`config.mk`:
```
export PLATFORM = sky130hd
export DESIGN_NAME = bus_ram_io_timer
export DESIGN_NICKNAME = d
export VERILOG_FILES = /design/src/rtl/bus_ram_io_timer.sv
export SDC_FILE = /design/constraint.sdc
export NUM_CORES = 2
export LEC_CHECK = 0
export BUFFER_PORTS_ARGS = -buffer_cell sky130_fd_sc_hd__buf_4
export CAP_MARGIN = 10
export CORE_MARGIN = 2
export CORE_UTILIZATION = 50
export CTS_CLUSTER_DIAMETER = 40
export CTS_CLUSTER_SIZE = 16
export DETAILED_ROUTE_END_ITERATION = 16
export PLACE_DENSITY_LB_ADDON = 0.1
export SLEW_MARGIN = 20
export SYNTH_ARGS = -nofsm -noshare
export SYNTH_HDL_FRONTEND = slang
export SYNTH_SLANG_ARGS = --single-unit
```
`constraint.sdc`:
```
create_clock -name clk -period 3.4 [get_ports clk]
set_clock_uncertainty 0.2 [all_clocks]
set_input_delay 0.17 -clock clk [delete_from_list [all_inputs] [get_ports clk]]
set_output_delay 0.17 -clock clk [all_outputs]
set_load 0.02 [all_outputs]
```
`src/rtl/bus_ram_io_timer.sv`:
```
// 8085-bus peripheral: latched low address, 256x8 RAM in memory space, and
// in IO space a command/status register, two parallel ports and a down-counting timer.
module bus_ram_io_timer #(
  parameter int TIMER_W   = 14,
  parameter int RAM_DEPTH = 256
) (
  input  logic       clk,
  input  logic       resetn_in,
  input  logic       ce,
  input  logic       ale,
  input  logic       iomn,
  input  logic       rdn,
  input  logic       wrn,
  input  logic [7:0] ad_in,
  output logic [7:0] ad_out,
  output logic       ad_oe,
  input  logic [7:0] pa_in,
  input  logic [7:0] pb_in,
  output logic [7:0] pa_out,
  output logic [7:0] pb_out,
  output logic       pa_oe,
  output logic       pb_oe,
  input  logic       timer_in,
  output logic       timer_out
);

  localparam int HI_W = TIMER_W - 8;

  // Bus handshake: reads are combinational while sel_q & ~rdn; a write commits
  // once, on the first clk edge that sees wrn low after it was sampled high.
  logic [7:0]         r_addr;
  logic               r_io;
  logic               r_sel;
  logic               r_rdn_q;
  logic               r_wrn_q;
  logic [7:0]         r_mem [0:RAM_DEPTH-1];
  logic               r_pa_oe;
  logic               r_pb_oe;
  logic [7:0]         r_pa_out;
  logic [7:0]         r_pb_out;
  logic [TIMER_W-1:0] r_len;
  logic               r_auto;
  logic [TIMER_W-1:0] r_cnt;
  logic               r_running;
  logic               r_pend;
  logic               r_tc_flag;
  logic               r_tout;
  logic [1:0]         r_tsync;
  logic               r_tin_q;

  logic               w_wr;
  logic               w_io_wr;
  logic               w_cmd_wr;
  logic               w_start;
  logic               w_stop;
  logic               w_stop_tc;
  logic               w_evt;
  logic               w_tc;
  logic               w_rd_done;
  logic [TIMER_W-1:0] w_len_eff;
  logic [7:0]         w_status;
  logic [7:0]         w_len_hi_rd;
  logic [7:0]         w_rd_data;

  always_comb begin
    w_wr      = r_sel & ~wrn & r_wrn_q;
    w_io_wr   = w_wr & r_io;
    w_cmd_wr  = w_io_wr & (r_addr[2:0] == 3'd0);
    w_start   = w_cmd_wr & (ad_in[7:6] == 2'b11);
    w_stop    = w_cmd_wr & (ad_in[7:6] == 2'b01) & r_running;
    w_stop_tc = w_cmd_wr & (ad_in[7:6] == 2'b10) & r_running;
    w_evt     = r_tsync[1] & ~r_tin_q;
    w_tc      = r_running & w_evt & (r_cnt == TIMER_W'(1));
    w_rd_done = r_sel & r_io & (r_addr[2:0] == 3'd0) & rdn & ~r_rdn_q;
    w_len_eff = (r_len < TIMER_W'(2)) ? TIMER_W'(2) : r_len;
  end

  always_ff @(posedge clk or negedge resetn_in) begin
    if (!resetn_in) begin
      r_addr  <= '0;
      r_io    <= 1'b0;
      r_sel   <= 1'b0;
      r_rdn_q <= 1'b0;
      r_wrn_q <= 1'b0;
    end else begin
      r_rdn_q <= rdn;
      r_wrn_q <= wrn;
      if (ale) begin
        r_addr <= ad_in;
        r_io   <= iomn;
        r_sel  <= ce;
      end
    end
  end

  // RAM contents survive reset; commits are already gated by sel_q.
  always_ff @(posedge clk) begin
    if (w_wr && !r_io) r_mem[r_addr] <= ad_in;
  end

  always_ff @(posedge clk or negedge resetn_in) begin
    if (!resetn_in) begin
      r_pa_oe  <= 1'b0;
      r_pb_oe  <= 1'b0;
      r_pa_out <= '0;
      r_pb_out <= '0;
      r_len    <= '0;
      r_auto   <= 1'b0;
    end else if (w_io_wr) begin
      case (r_addr[2:0])
        3'd0: {r_pb_oe, r_pa_oe} <= ad_in[1:0];
        3'd1: r_pa_out <= ad_in;
        3'd2: r_pb_out <= ad_in;
        3'd4: r_len[7:0] <= ad_in;
        3'd5: begin
          r_len[TIMER_W-1:8] <= ad_in[HI_W-1:0];
          r_auto             <= ad_in[6];
        end
        default: ;
      endcase
    end
  end

  always_ff @(posedge clk or negedge resetn_in) begin
    if (!resetn_in) begin
      r_tsync <= '0;
      r_tin_q <= 1'b0;
    end else begin
      r_tsync <= {r_tsync[0], timer_in};
      r_tin_q <= r_tsync[1];
    end
  end

  // A command on the TC edge owns counter/running; TC still flags and pulses.
  always_ff @(posedge clk or negedge resetn_in) begin
    if (!resetn_in) begin
      r_cnt     <= '0;
      r_running <= 1'b0;
      r_pend    <= 1'b0;
      r_tc_flag <= 1'b0;
      r_tout    <= 1'b0;
    end else begin
      r_tout <= w_tc;
      if (w_tc) r_tc_flag <= 1'b1;
      else if (w_rd_done) r_tc_flag <= 1'b0;

      if (w_start) begin
        r_cnt     <= w_len_eff;
        r_running <= 1'b1;
        r_pend    <= 1'b0;
      end else if (w_stop) begin
        r_cnt     <= '0;
        r_running <= 1'b0;
        r_pend    <= 1'b0;
      end else if (w_tc) begin
        if (r_auto && !r_pend && !w_stop_tc) begin
          r_cnt <= w_len_eff;
        end else begin
          r_cnt     <= '0;
          r_running <= 1'b0;
        end
        r_pend <= 1'b0;
      end else begin
        if (w_evt && r_running) r_cnt <= r_cnt - TIMER_W'(1);
        if (w_stop_tc) r_pend <= 1'b1;
      end
    end
  end

  always_comb begin
    w_status    = {r_running, r_tc_flag, 4'b0000, r_pb_oe, r_pa_oe};
    w_len_hi_rd = '0;
    w_len_hi_rd[HI_W-1:0] = r_len[TIMER_W-1:8];
    w_len_hi_rd[6] = r_auto;
    w_rd_data = '0;
    if (!r_io) begin
      w_rd_data = r_mem[r_addr];
    end else begin
      case (r_addr[2:0])
        3'd0:    w_rd_data = w_status;
        3'd1:    w_rd_data = r_pa_oe ? r_pa_out : pa_in;
        3'd2:    w_rd_data = r_pb_oe ? r_pb_out : pb_in;
        3'd4:    w_rd_data = r_len[7:0];
        3'd5:    w_rd_data = w_len_hi_rd;
        default: w_rd_data = '0;
      endcase
    end
  end

  assign ad_oe     = r_sel & ~rdn;
  assign ad_out    = ad_oe ? w_rd_data : 8'h00;
  assign pa_out    = r_pa_out;
  assign pb_out    = r_pb_out;
  assign pa_oe     = r_pa_oe;
  assign pb_oe     = r_pb_oe;
  assign timer_out = r_tout;

endmodule

```
After elaboration in Yosys (flattened, before gate mapping)
Memories as Yosys holds them, arrays and structs flattened.
Index checks and enable logic that the tools add are counted.
Storage, ports and cells
  memories: 1
  register bits: 66
  output and inout port bits: 28
  word-level logic and storage cells: 93
  RAM bits: 2048
  input bits: 32
Operators by class
  multiplexer cells: 23
  equality and inequality tests: 9
  reduce and logical (&&, ||, !) cells: 18
  add/sub/neg operators: 1
  magnitude comparators: 1
  bitwise gates (word level): 21
Memory list
  r_mem: depth 256, bits a word 8, read ports 1, clocked after memory_dff 0, write ports 1, RTL line 36  | logic [7:0] r_mem [0:RAM_DEPTH-1];
Operators with widths (number)
  $mux W14: 6
  $pmux W8 S5: 1
  $mux W8: 4
  $and A1 B1 Y1: 17
  $eq A14 B1 Y1 const B: 1
  $lt A14 B2 Y1 const B: 1
  $sub A14 B1 Y14 const B: 1
  $mux W1: 12
  $reduce_and A2 Y1: 6
  $reduce_bool A4 Y1: 2
  $eq A3 B3 Y1 const B: 2
  $eq A2 B2 Y1 const B: 2
  $logic_and A1 B1 Y1: 4
  $not A1 Y1: 4
  $eq A3 B1 Y1 const B: 1
  $eq A3 B2 Y1 const B: 1
  $logic_not A1 Y1: 3
  $logic_not A3 Y1: 1
  $ne A3 B3 Y1 const B: 1
  $reduce_bool A3 Y1: 1
  $eq A2 B1 Y1 const B: 1
  $reduce_bool A2 Y1: 1

Logic depth before layout (Yosys ltp)
  depth after elaboration: 13
  mapped depth: 13
  depth with buffers taken out: 8

Worst setup path after synthesis
No wires, ideal clock.
  path kind: register to register
  start: register r_addr[1]
  end: memory r_mem[102][0] (enable)
  arrival: 2.542 ns
  data required time: 2.830 ns
  setup time: 0.370 ns
  clock period less this slack: 3.112 ns
  cell stages (with the launch flop): 12
  buffers on the path: 7
  setup slack: 0.288 ns
  path through: dfrtp_1 buf_4 buf_4 buf_2 buf_2 buf_2 buf_2 nand2_1 nor2_1 nand2_1 clkbuf_1 nor2_1
RTL lines
  start: declaration: RTL line 31  | logic [7:0] r_addr;
  start signal: assignment: RTL line 89  | r_addr <= ad_in;
  end: declaration: RTL line 36
No word-level cell before the write port.

Worst setup path in the final report
  start: register r_addr[0]
  end: output ad_out[2]
On the way
  word-level cells in the longest chain between the ends: 4
  elaborated cells on any way between the ends: 9
  those cells by class: 4 x eq/ne; 3 x mux; 1 x reduce/logical; 1 x memory
Ends and longest elaborated chain
  branches (longest 2 deep; another with $mem_v2 Z256 W8)
  $mux W8 *: RTL line 176  | if (!r_io) begin
  $mux W8 *: RTL line 191  | assign ad_out = ad_oe ? w_rd_data : 8'h00;
  end: declaration: RTL line 15  | output logic [7:0] ad_out,
Mark *: on every way between the ends.

==> results.toml <==
[status]
status = "finished with violations"
violations = "DRC, setup timing"

[min_path]
hold_path_class = "in -> reg"
hold_depth = 3
hold_end = "r_addr[4]"
worstHoldStart = "ale"

[power]
netSwitchingPower_mw = 15.41
p_clk_share_pct = 46.9
leakage_nw = 35.05
pwr-share-seq_pct = 44.2
swShare_pct = 23.59
power_frac_comb_pct = 8.9
power_per_cell_area_nw_per_um2 = 632.8
intPower_mw = 49.92
vdd_drop_max_mv = 0.5920

[finish]
fillerInstances = 11550
postLayoutCellArea_um2 = 103300
fin_cells = 7455
nets = 5077
seq_area_um2 = 63170
syn_to_final_growth_pct = 24.41
multi_input_area_um2 = 18970
drive_gt1_share_pct = 37.63

[global_route]
grt_max_degree = 179
grt_pass1_wl_um = 329900
grt_overflow = 0
grt_pass1_vias = 45600
grt_use_total_pct = 27.48
antenna_found_initial = 7

[floorplan]
core_area_um2 = 165000
die_h_um = 411.4
die_x_um = 411.4
pin_count = 60
start_util_pct = 50.30
dieArea_um2 = 169300
num_rows = 149

[drt]
final_antenna_net_count = 0
routed_wl_um = 230500
drt_first_iter_violations = 5425
vias = 45240
drcViolationCount = 26
post_drt_wl_per_cell_um = 30.93
dr.pass1.iters = 11
viasPerCell = 6.069

[placed_design]
hpwlAfterDp_um = 147000
dp_cells = 6860
postPlaceCellArea_um2 = 91810
portBuffers = 59
place_congestion = 0.8830

[worst_setup_path]
startpoint_type = "flop"
path_delay_family = "buffers and inverters"
rr_endpoint = "r_mem[233][1]"
slowest_delay_ns = 0.55
cp_max_fo = 17
critPathBufInv = 8
r2r_cells = 10
crit_arrival_ns = 4.44
crit_chain = "buf_12 -> buf_12 -> buf_6 -> clkinv_2 -> buf_8 -> mux2i_1 -> buf_4 -> o21ai_0 -> nand2b_1 -> a31oi_1 -> a21oi_4 -> o211ai_1 -> buf_4 -> buf_6"
rrSetupSlack_ns = 0.24
required_ns = 3.03
crit-reg2reg-launch = "r_addr[1]"
cp-end-kind = "primary output"
worstSetupPathType = "reg -> out"
crit_path_top_delay_cell = "o211ai_1"

[synth]
synthMuxAreaShare_pct = 15.90
ys_ff_latch = 2114
syn_area_um2 = 82990
synth-simple-area-share_pct = 3.243
synthCells = 4077
ys_seq_area_share_pct = 76.09
ys_types = 72
ys_async_sr_fraction_pct = 3.122
synth-main-ff-cell = "edfxtp_1"
synth_edf_count = 2048
yosys_warnings = 0
synth_compound_area_share_pct = 3.133
synth-xor-area-share_pct = 0.02111
syn-mean-instance-area_um2 = 20.36
synth_top_family_by_area = "multiplexers"
synth_nets = 4111
synth_fa_ha_area_share_pct = 0.03015

[sta]
rsz0062_at_grt = "yes"
max_freq_mhz = 208.0
setup_slack_ns = -1.409
finalCritPeriodShare_pct = 141.4
slew_headroom_pct = 29.52
fin_setup_tns_ns = -10.13
drv_slew = 0
min_period_ns = 4.809
hold_viol_final = 0
setup_violations = 8
fin_hold_ws_ns = 0.08505
max_slew.worst_pin.slew_ns = 1.053

[flow_run]
cap_viol_max_count = 0

[clock_tree]
cts_tree = "built"
clockBufferDepth = 4
cts_sinks = 2114
path_clk_slew_ns = 0.06
htreeDepth = 5
cts_buffers = 297
root_buffer = "clkbuf_16"
clock_latency_ns = 0.94
## per-layer routing
layer,vias to the layer above,routed length (µm),track usage [%]
met1,23850,95160,39.20
li1,18920,-,-
met5,-,12,0
met3,440,17860,5.044
met2,2035,109200,42.77
met4,2,8329,10.09
## kinds of logic (layout without fill, tap and decap cells)
kind of cell,after synthesis,count (layout)
xor+xnor,2,2
simple gates,605,605
mux,721,721
compound gates,374,374
buf+inv,259,1446
fa+ha+maj,2,2
flops,2114,2114
other cells,0,2
## cell usage after synthesis (8+ instances only)
master / count / area, µm²
mux2_2: 40 / 450.4
nand4_1: 14 / 87.58
edfxtp_1: 2048 / 61500
nand3b_1: 8 / 60.06
a221oi_1: 21 / 183.9
dfrtp_1: 66 / 1652
nand2b_1: 14 / 87.58
nand2_1: 107 / 401.6
nor3_1: 12 / 60.06
mux4_2: 473 / 10650
o22a_1: 10 / 87.58
nand3_1: 51 / 255.2
o211ai_1: 19 / 142.6
a32oi_1: 10 / 87.58
o21ai_0: 49 / 245.2
a22oi_1: 92 / 690.7
nor2b_1: 18 / 112.6
nor2_1: 328 / 1231
a21oi_1: 54 / 270.3
mux2_1: 8 / 90.09
buf_6: 11 / 123.9
inv_1: 14 / 52.55
a22o_1: 10 / 87.58
buf_2: 91 / 455.4
mux2i_1: 200 / 2002
o21ai_1: 11 / 55.05
a31oi_1: 11 / 68.82
buf_1: 17 / 63.81
clkbuf_1: 92 / 345.3
nor4_1: 11 / 68.82
a211oi_1: 18 / 135.1
o22ai_1: 27 / 168.9
buf_4: 32 / 240.2
## layout by cell type (no fill, tap or decap), types with 47 or more instances in the layout
cell type,count
buf_12,78
dfrtp_1,60
nand2_1,103
buf_4,753
mux4_2,473
clkbuf_16,304
a22oi_1,80
inv_6,49
nor2_1,325
mux2i_1,193
a21oi_1,47
edfxtp_1,2048
## power by group through the flow
stage	logic (mW)	clock network (mW)	registers [mW]
global route	6.08	32.1	28.9
global placement	5.37	0	29.4
finish	5.81	30.6	28.9
CTS	5.78	31.1	28.9
floorplan	2.72	0	29.4
detailed placement	5.41	0	29.4
## area by class of cell
class                           count  area share [%]
Clock buffer                      321           7.449
Clock inverter                    199           2.141
Multi-Input combinational cell   1704           18.37
Tap cell                         2189           2.653
Sequential cell                  2114           61.18
Antenna cell                        2        0.004847
Inverter                           14         0.05453
Timing Repair Buffer              912           8.148
## state kept, by name, indices dropped and copies added (netlist names), 2 cells and up
signal   count
r_len       14
r_mem     2048
r_cnt       14
pa_out       8
r_tsync      2
r_addr       8
pb_out       8
## worst max-delay path by stage
stage,slack (ns),from,cells past startpoint,to
after global routing,-1.38,r_addr[0],15,ad_out[0]
after floorplan,0.29,r_addr[1],11,r_mem[102][0]
final,-1.41,r_addr[0],14,ad_out[2]
after CTS,-1.33,r_addr[0],11,ad_out[0]
after detailed placement,-1.09,r_addr[0],11,ad_out[2]
after global placement,-1.23,r_addr[0],10,ad_out[5]
## through the flow
step	setup slack (ns)	total power, mW	utilization [%]
floorplan	0.2882	32.12	-
global placement	-1.233	34.80	55.64
detailed placement	-1.094	34.84	55.65
CTS	-1.333	65.75	62.49
global route	-1.384	67.10	62.58
finish	-1.409	65.33	62.58
## what timing repair did
item	CTS	global route
pin swaps	28	13
resized for setup	128	17
endpoints found under the hold margin	1647	0
endpoints found under the setup margin	8	8
cloned	7	0
hold buffers	26	0
buffers inserted	32	10
## worst reg2reg max path, cell delays in order (launching register included)
cell and delay (ns):
dfrtp_4 0.49, buf_4 0.15, buf_4 0.20, buf_4 0.20, buf_4 0.21, nand2b_1 0.18, nor2_1 0.22, nand2_1 0.18
buf_12 0.24, nor2_1 0.37, buf_4 0.24
Power figures use the tool's default switching activity.
